===== config.mk =====
export PLATFORM = sky130hd
export DESIGN_NAME = range_arbiter
export DESIGN_NICKNAME = d
export VERILOG_FILES = /design/src/rtl/range_arbiter.sv
export SDC_FILE = /design/constraint.sdc
export NUM_CORES = 1
export LEC_CHECK = 0
export ABC_AREA = 1
export CORE_MARGIN = 2
export CORE_UTILIZATION = 45
export CTS_BUF_LIST = sky130_fd_sc_hd__clkbuf_2
export DETAILED_ROUTE_END_ITERATION = 8
export PLACE_DENSITY = 0.87
export SLEW_MARGIN = 20
export SYNTH_ARGS = -nofsm -noshare
export SYNTH_HDL_FRONTEND = slang
export SYNTH_SLANG_ARGS = --single-unit

===== constraint.sdc =====
create_clock -name clock -period 5.14 [get_ports clock]
set_input_delay 1.028 -clock clock [delete_from_list [all_inputs] [get_ports clock]]
set_output_delay 1.028 -clock clock [all_outputs]
set_load 0.03 [all_outputs]

===== src/rtl/range_arbiter.sv =====
`default_nettype none
// ----------------------------------------------------------------------------
// range_arbiter : round-robin sequencer sharing one range_finder among N_REQ
//                 sample streams.                               Rev 1.0
// ----------------------------------------------------------------------------
module range_arbiter #(
  parameter int N_REQ = 4,
  parameter int ID_W  = 2
) (
  input  logic                clock,
  input  logic                clear_n,
  input  logic [N_REQ-1:0]    req,
  input  logic [16*N_REQ-1:0] req_data,
  input  logic [N_REQ-1:0]    req_valid,
  input  logic [N_REQ-1:0]    req_last,
  output logic [N_REQ-1:0]    req_ready,
  output logic                rf_clear,
  output logic                rf_start,
  output logic                rf_finish,
  output logic [15:0]         rf_data_in,
  output logic                rf_data_in_valid,
  input  logic                rf_range_valid,
  input  logic [15:0]         rf_range_value,
  output logic                result_valid,
  input  logic                result_ready,
  output logic [ID_W-1:0]     result_id,
  output logic [15:0]         result_value,
  output logic [15:0]         result_count
);

  typedef enum logic [2:0] {
    S_CLR    = 3'd0,
    S_IDLE   = 3'd1,
    S_START  = 3'd2,
    S_STREAM = 3'd3,
    S_FINISH = 3'd4,
    S_WAIT   = 3'd5,
    S_RESP   = 3'd6
  } state_e;

  state_e          state_q, state_d;
  logic [ID_W-1:0] grant_q, grant_d;
  logic [15:0]     count_q, count_d;
  logic [ID_W-1:0] res_id_q, res_id_d;
  logic [15:0]     res_val_q, res_val_d;
  logic [15:0]     res_cnt_q, res_cnt_d;

  logic [ID_W-1:0] w_pick;
  logic [15:0]     w_data;
  logic            w_valid;
  logic            w_last;

  // grant_q doubles as the round-robin pointer; nearest requester after it wins.
  always_comb begin
    w_pick = grant_q;
    for (int k = N_REQ; k >= 1; k--) begin
      for (int i = 0; i < N_REQ; i++) begin
        if (req[i] && (i == (int'(grant_q) + k) % N_REQ)) begin
          w_pick = ID_W'(i);
        end
      end
    end
  end

  always_comb begin
    w_data  = '0;
    w_valid = 1'b0;
    w_last  = 1'b0;
    for (int i = 0; i < N_REQ; i++) begin
      if (grant_q == ID_W'(i)) begin
        w_data  = req_data[16*i +: 16];
        w_valid = req_valid[i];
        w_last  = req_last[i];
      end
    end
  end

  always_comb begin
    state_d          = state_q;
    grant_d          = grant_q;
    count_d          = count_q;
    res_id_d         = res_id_q;
    res_val_d        = res_val_q;
    res_cnt_d        = res_cnt_q;
    req_ready        = '0;
    rf_clear         = 1'b0;
    rf_start         = 1'b0;
    rf_finish        = 1'b0;
    rf_data_in       = '0;
    rf_data_in_valid = 1'b0;
    result_valid     = 1'b0;
    case (state_q)
      S_CLR: begin
        rf_clear = 1'b1;
        state_d  = S_IDLE;
      end
      S_IDLE: begin
        if (|req) begin
          grant_d = w_pick;
          count_d = '0;
          state_d = S_START;
        end
      end
      S_START: begin
        rf_start = 1'b1;
        state_d  = S_STREAM;
      end
      S_STREAM: begin
        req_ready        = {{(N_REQ-1){1'b0}}, 1'b1} << grant_q;
        rf_data_in       = w_data;
        rf_data_in_valid = w_valid;
        if (w_valid) begin
          if (count_q != 16'hFFFF) count_d = count_q + 16'd1;
          if (w_last) state_d = S_FINISH;
        end
      end
      S_FINISH: begin
        rf_finish = 1'b1;
        state_d   = S_WAIT;
      end
      S_WAIT: begin
        if (rf_range_valid) begin
          res_id_d  = grant_q;
          res_val_d = rf_range_value;
          res_cnt_d = count_q;
          state_d   = S_RESP;
        end
      end
      S_RESP: begin
        result_valid = 1'b1;
        // The finder only leaves its done state through clear, so always pass via CLR.
        if (result_ready) state_d = S_CLR;
      end
      default: state_d = S_CLR;
    endcase
  end

  always_ff @(posedge clock or negedge clear_n) begin
    if (!clear_n) begin
      state_q   <= S_CLR;
      grant_q   <= ID_W'(N_REQ - 1);
      count_q   <= '0;
      res_id_q  <= '0;
      res_val_q <= '0;
      res_cnt_q <= '0;
    end else begin
      state_q   <= state_d;
      grant_q   <= grant_d;
      count_q   <= count_d;
      res_id_q  <= res_id_d;
      res_val_q <= res_val_d;
      res_cnt_q <= res_cnt_d;
    end
  end

  assign result_id    = res_id_q;
  assign result_value = res_val_q;
  assign result_count = res_cnt_q;

endmodule
`default_nettype wire


Word level (Yosys, flattened, before mapping) --
Cells that the tools add are included. Widths: inputs -> output; s select.
Cells by class: add/subtract/negate cells 5, equality and inequality tests 28, shifts and indexed selects 1, multiplexer cells 45, bitwise operators 4, reductions and logical operators 33
Operators by type and width (number):
- $logic_not 32->1 | 4
- $mux 16 | 8
- $mux 2 | 16
- $pmux 16 s2 | 1
- $eq 3x3->1 const A | 8
- $pmux 3 s7 | 1
- $add 16x1->16 const B | 1
- $logic_and 1x1->1 | 16
- $ne 16x16->1 const B | 1
- $reduce_bool 16->1 | 1
- $mux 3 | 5
- $mux 1 | 13
- $eq 2x3->1 const A | 4
- $ne 2x2->1 const B | 6
- $eq 3x3->1 const B | 3
- $reduce_or 2->1 | 4
- $eq 3x2->1 const B | 2
- $reduce_and 5->1 | 1
- $add 2x1->2 const B | 2
- $add 2x2->2 const B | 2
- $and 1x1->1 const A | 4
- $eq 2x2->1 const B | 2
- $mux 4 | 1
- $reduce_and 4->1 | 1
- 9 further kinds | 9
Word-level totals: register bits 55, bits of input ports 96, output and inout bits 59, logic and storage cells 122

Longest topological paths before layout --
word-level depth 21, mapped depth 15, gate-level depth less buffers 15

Least setup slack after synthesis --
Ideal clock, no wire load.
path kind input-to-output, from in req_data[27], to out rf_data_in[11], data arrival time 1.897 ns, required time 4.112 ns, path slack 2.215 ns, cell stages on the path 2, buffers on the path 0, cells stage by stage o22ai_1 o31ai_1
On the way: cells in the longest elaborated chain, start to end 4
Ends and longest elaborated chain:
- from (decl) | line 13 | input logic [16*N_REQ-1:0] req_data,
- $mux 16 (3 in series) | line 70 | if (grant_q == ID_W'(i)) begin
- $mux 16 | line 92 | case (state_q)
- to (decl) | line 20 | output logic [15:0] rf_data_in,
No other way between the ends.

Final worst setup path --
from reg grant_q[0], to out rf_data_in_valid
On the way: cells in the longest elaborated chain, start to end 6
Ends and longest elaborated chain:
- from (decl) | line 42 | logic [ID_W-1:0] grant_q, grant_d;
- from (signal assigned) | line 141 | grant_q <= ID_W'(N_REQ - 1);
- from (signal assigned) | line 148 | grant_q <= grant_d;
- $logic_not 2->1 | line 70
- $mux 1 (3 in series) | line 70
- $mux 1 * | line 70
- $mux 1 * | line 92
- to (decl) | line 21 | output logic rf_data_in_valid,
Every way passes the cells marked *; elsewhere a longest branch is shown, timed or not.

==> run summary <==
Initial Util - 45.92%
Vias per Instance - 5.448
worst-path maximum fanout - 13
Final nets - 640
vias in the first global route - 3345
Tmin final - 4.094 ns
number of buffers created by CTS - 5
initial antenna violation count - 0
sequential fraction of the synthesis area - 42.08%
max-slew violation count - 0
Pre-antenna DRT Iters - 5
clk buf depth - 2
Total Neg Setup Slack - 0 ns
most frequent cells in the layout - 153 x clkdlybuf4s50_1, 97 x nand2_1, 53 x dfrtp_1
Pwr per Cell Area - 477.7 nW/um2
io pins - 155
Area Growth Syn to Fin - 49.79%
layout cell share with drive strength beyond 1 - 12.87%
CTS tree - yes
Yosys top cell area share - 40.47%
final hold violation count - 0
postcts setup bufs - 0
drt initial violations - 238
first-pass GRT wire length - 14250 um
ant diodes - 0
total of flip-flops plus latches after synthesis - 55
Netlist cell types - 39
clock skew - 0.01459 ns
CTS Hold Buffers Added - 0
drt wl/cell - 14.21 um
hpwl dp - 7242 um
Worst slew margin - 37.81%
width of the die - 89.34 um
worst skew pair latency - 0.44 ns
Synth area leaders - dfrtp_1 40%, nand2_1 11%, mux2_2 5.8%
Detailed Route WL - 9136 um
period utilization - 79.66%
status - finished, final reports clean
placer congestion estimate - 0.9522
critical path class - flop to output pin
Leak - 2.062 nW
die area - 7981 um2
H-tree depth - 2
Least-Margin Pin Slew - 0.9317 ns
floorplan row count - 31
residual DRC count - 0
pin count of the biggest net entering global routing - 56
post_cts resized - 0
IO buf count - 154
Avg Cell Area, Syn - 8.275 um2
setup violators final - 0
peak supply drop - 239.4 uV
Die Ht - 89.34 um
Worst setup SP type - flop
worst path arrival time - 3.07 ns
Core Footprint - 7137 um2
antenna-violating nets left - 0
Root Buffer - clkbuf_2
via count - 3503
f_max - 244.2 MHz
grt ovf - 0
area leader, netlist - dfrtp_1
total clock sinks - 55
cells after synthesis - 396
GRT Total Usage - 22.35%
Critical Path RT - 4.11 ns
Clock transition at path regs - 0.26 ns
Worst setup EP type - output pin
RSZ-0062 raised after global routing - no
Hold Crit Class - flop to flop
yosys warns - 0
mapped cell area - 3277 um2
syn_nets - 493
hold slack - 0.5181 ns
max-cap violations - 0
leading cell type in the layout, fill and taps excluded - clkdlybuf4s50_1
[cell type report]
class	instances	area, um2
Sequential cell	55	1379
Timing Repair Buffer	157	1559
Inverter	38	147.6
Clock inverter	3	20.02
Fill cell	561	2228
Clock buffer	5	25.02
Multi-Input combinational cell	286	1654
Tap cell	99	123.9
[state kept, by name, indices dropped and copies added (netlist names)]
register,cells
count_q,16
result_count,16
result_value,16
state_q,3
grant_q,2
result_id,2
[layer usage]
metal	share of wire [%]	vias to the layer above	track usage [%]
li1	-	1647	-
met1	37	1597	24.49
met3	8.6	40	4.155
met4	4.6	0	11.13
met2	50	219	41.01
met5	0	-	0
[synthesized netlist by cell type, drive strengths merged]
library cell / count
mux2: 17
dfrtp: 53
nand3: 30
ha: 1
nor2: 22
xor2: 9
a31oi: 2
clkbuf: 6
a21oi: 11
nor3: 15
o22ai: 9
nand3b: 1
dfstp: 2
clkinv: 2
nor4: 4
o211ai: 8
nand2: 100
o21ai: 36
buf: 11
inv: 36
nand4: 5
o31ai: 15
nor3b: 1
[worst max-delay path, cell delays in order (launching register included)]
cell             delay, ns
dfstp_2               0.73
inv_2                 0.17
nor2_1                0.63
nand2_1               0.11
nand3_1               0.11
a21oi_1               0.07
nor2_1                0.11
clkdlybuf4s50_1       0.70
[cell families (layout without fill, tap and decap cells)]
group                      Yosys count  count (layout)  synth area share (%)
and+or+nand+nor                    178             178                 25.39
buffers and inverters               55             203                 7.599
AOI/OAI and AO/OA                   81              81                 16.30
xor gates and xnor gates             9               9                 2.406
DFF                                 55              55                 42.08
muxes                               17              17                 5.842
adders and majority gates            1               1                0.3818
[worst paths after layout]
check                                startpoint          endpoint  slack [ns]  cells past startpoint
worst max-delay path                 grant_q[0]  rf_data_in_valid        1.05                      7
max in group asynchronous               clear_n   result_count[4]        4.06                      2
worst min-delay path            result_count[7]   result_count[7]        0.52                      2
worst max register to register       grant_q[0]       count_q[10]        2.48                     10
min in group asynchronous               clear_n  result_value[11]        0.66                      2
worst min register to register  result_count[7]   result_count[7]        0.52                      2
[metrics by stage]
step	instances	power (mW)	cell area (um2)	util (%)	worst slack [ns]
final	643	2.345	4908	68.78	1.046
after global routing	643	2.499	4908	68.78	0.8425
after CTS	643	2.355	4908	68.78	1.021
after detailed placement	635	2.189	4863	68.15	1.507
after global placement	635	2.145	4863	68.15	1.510
after floorplan	396	1.662	3277	-	2.215
[report_power, final]
group          switching, mW  total (mW)  internal, mW
Clock                  0.132       0.165        0.0328
Combinational          0.927        1.51         0.581
Sequential             0.108       0.672         0.564
Power figures use the tool's default switching activity.
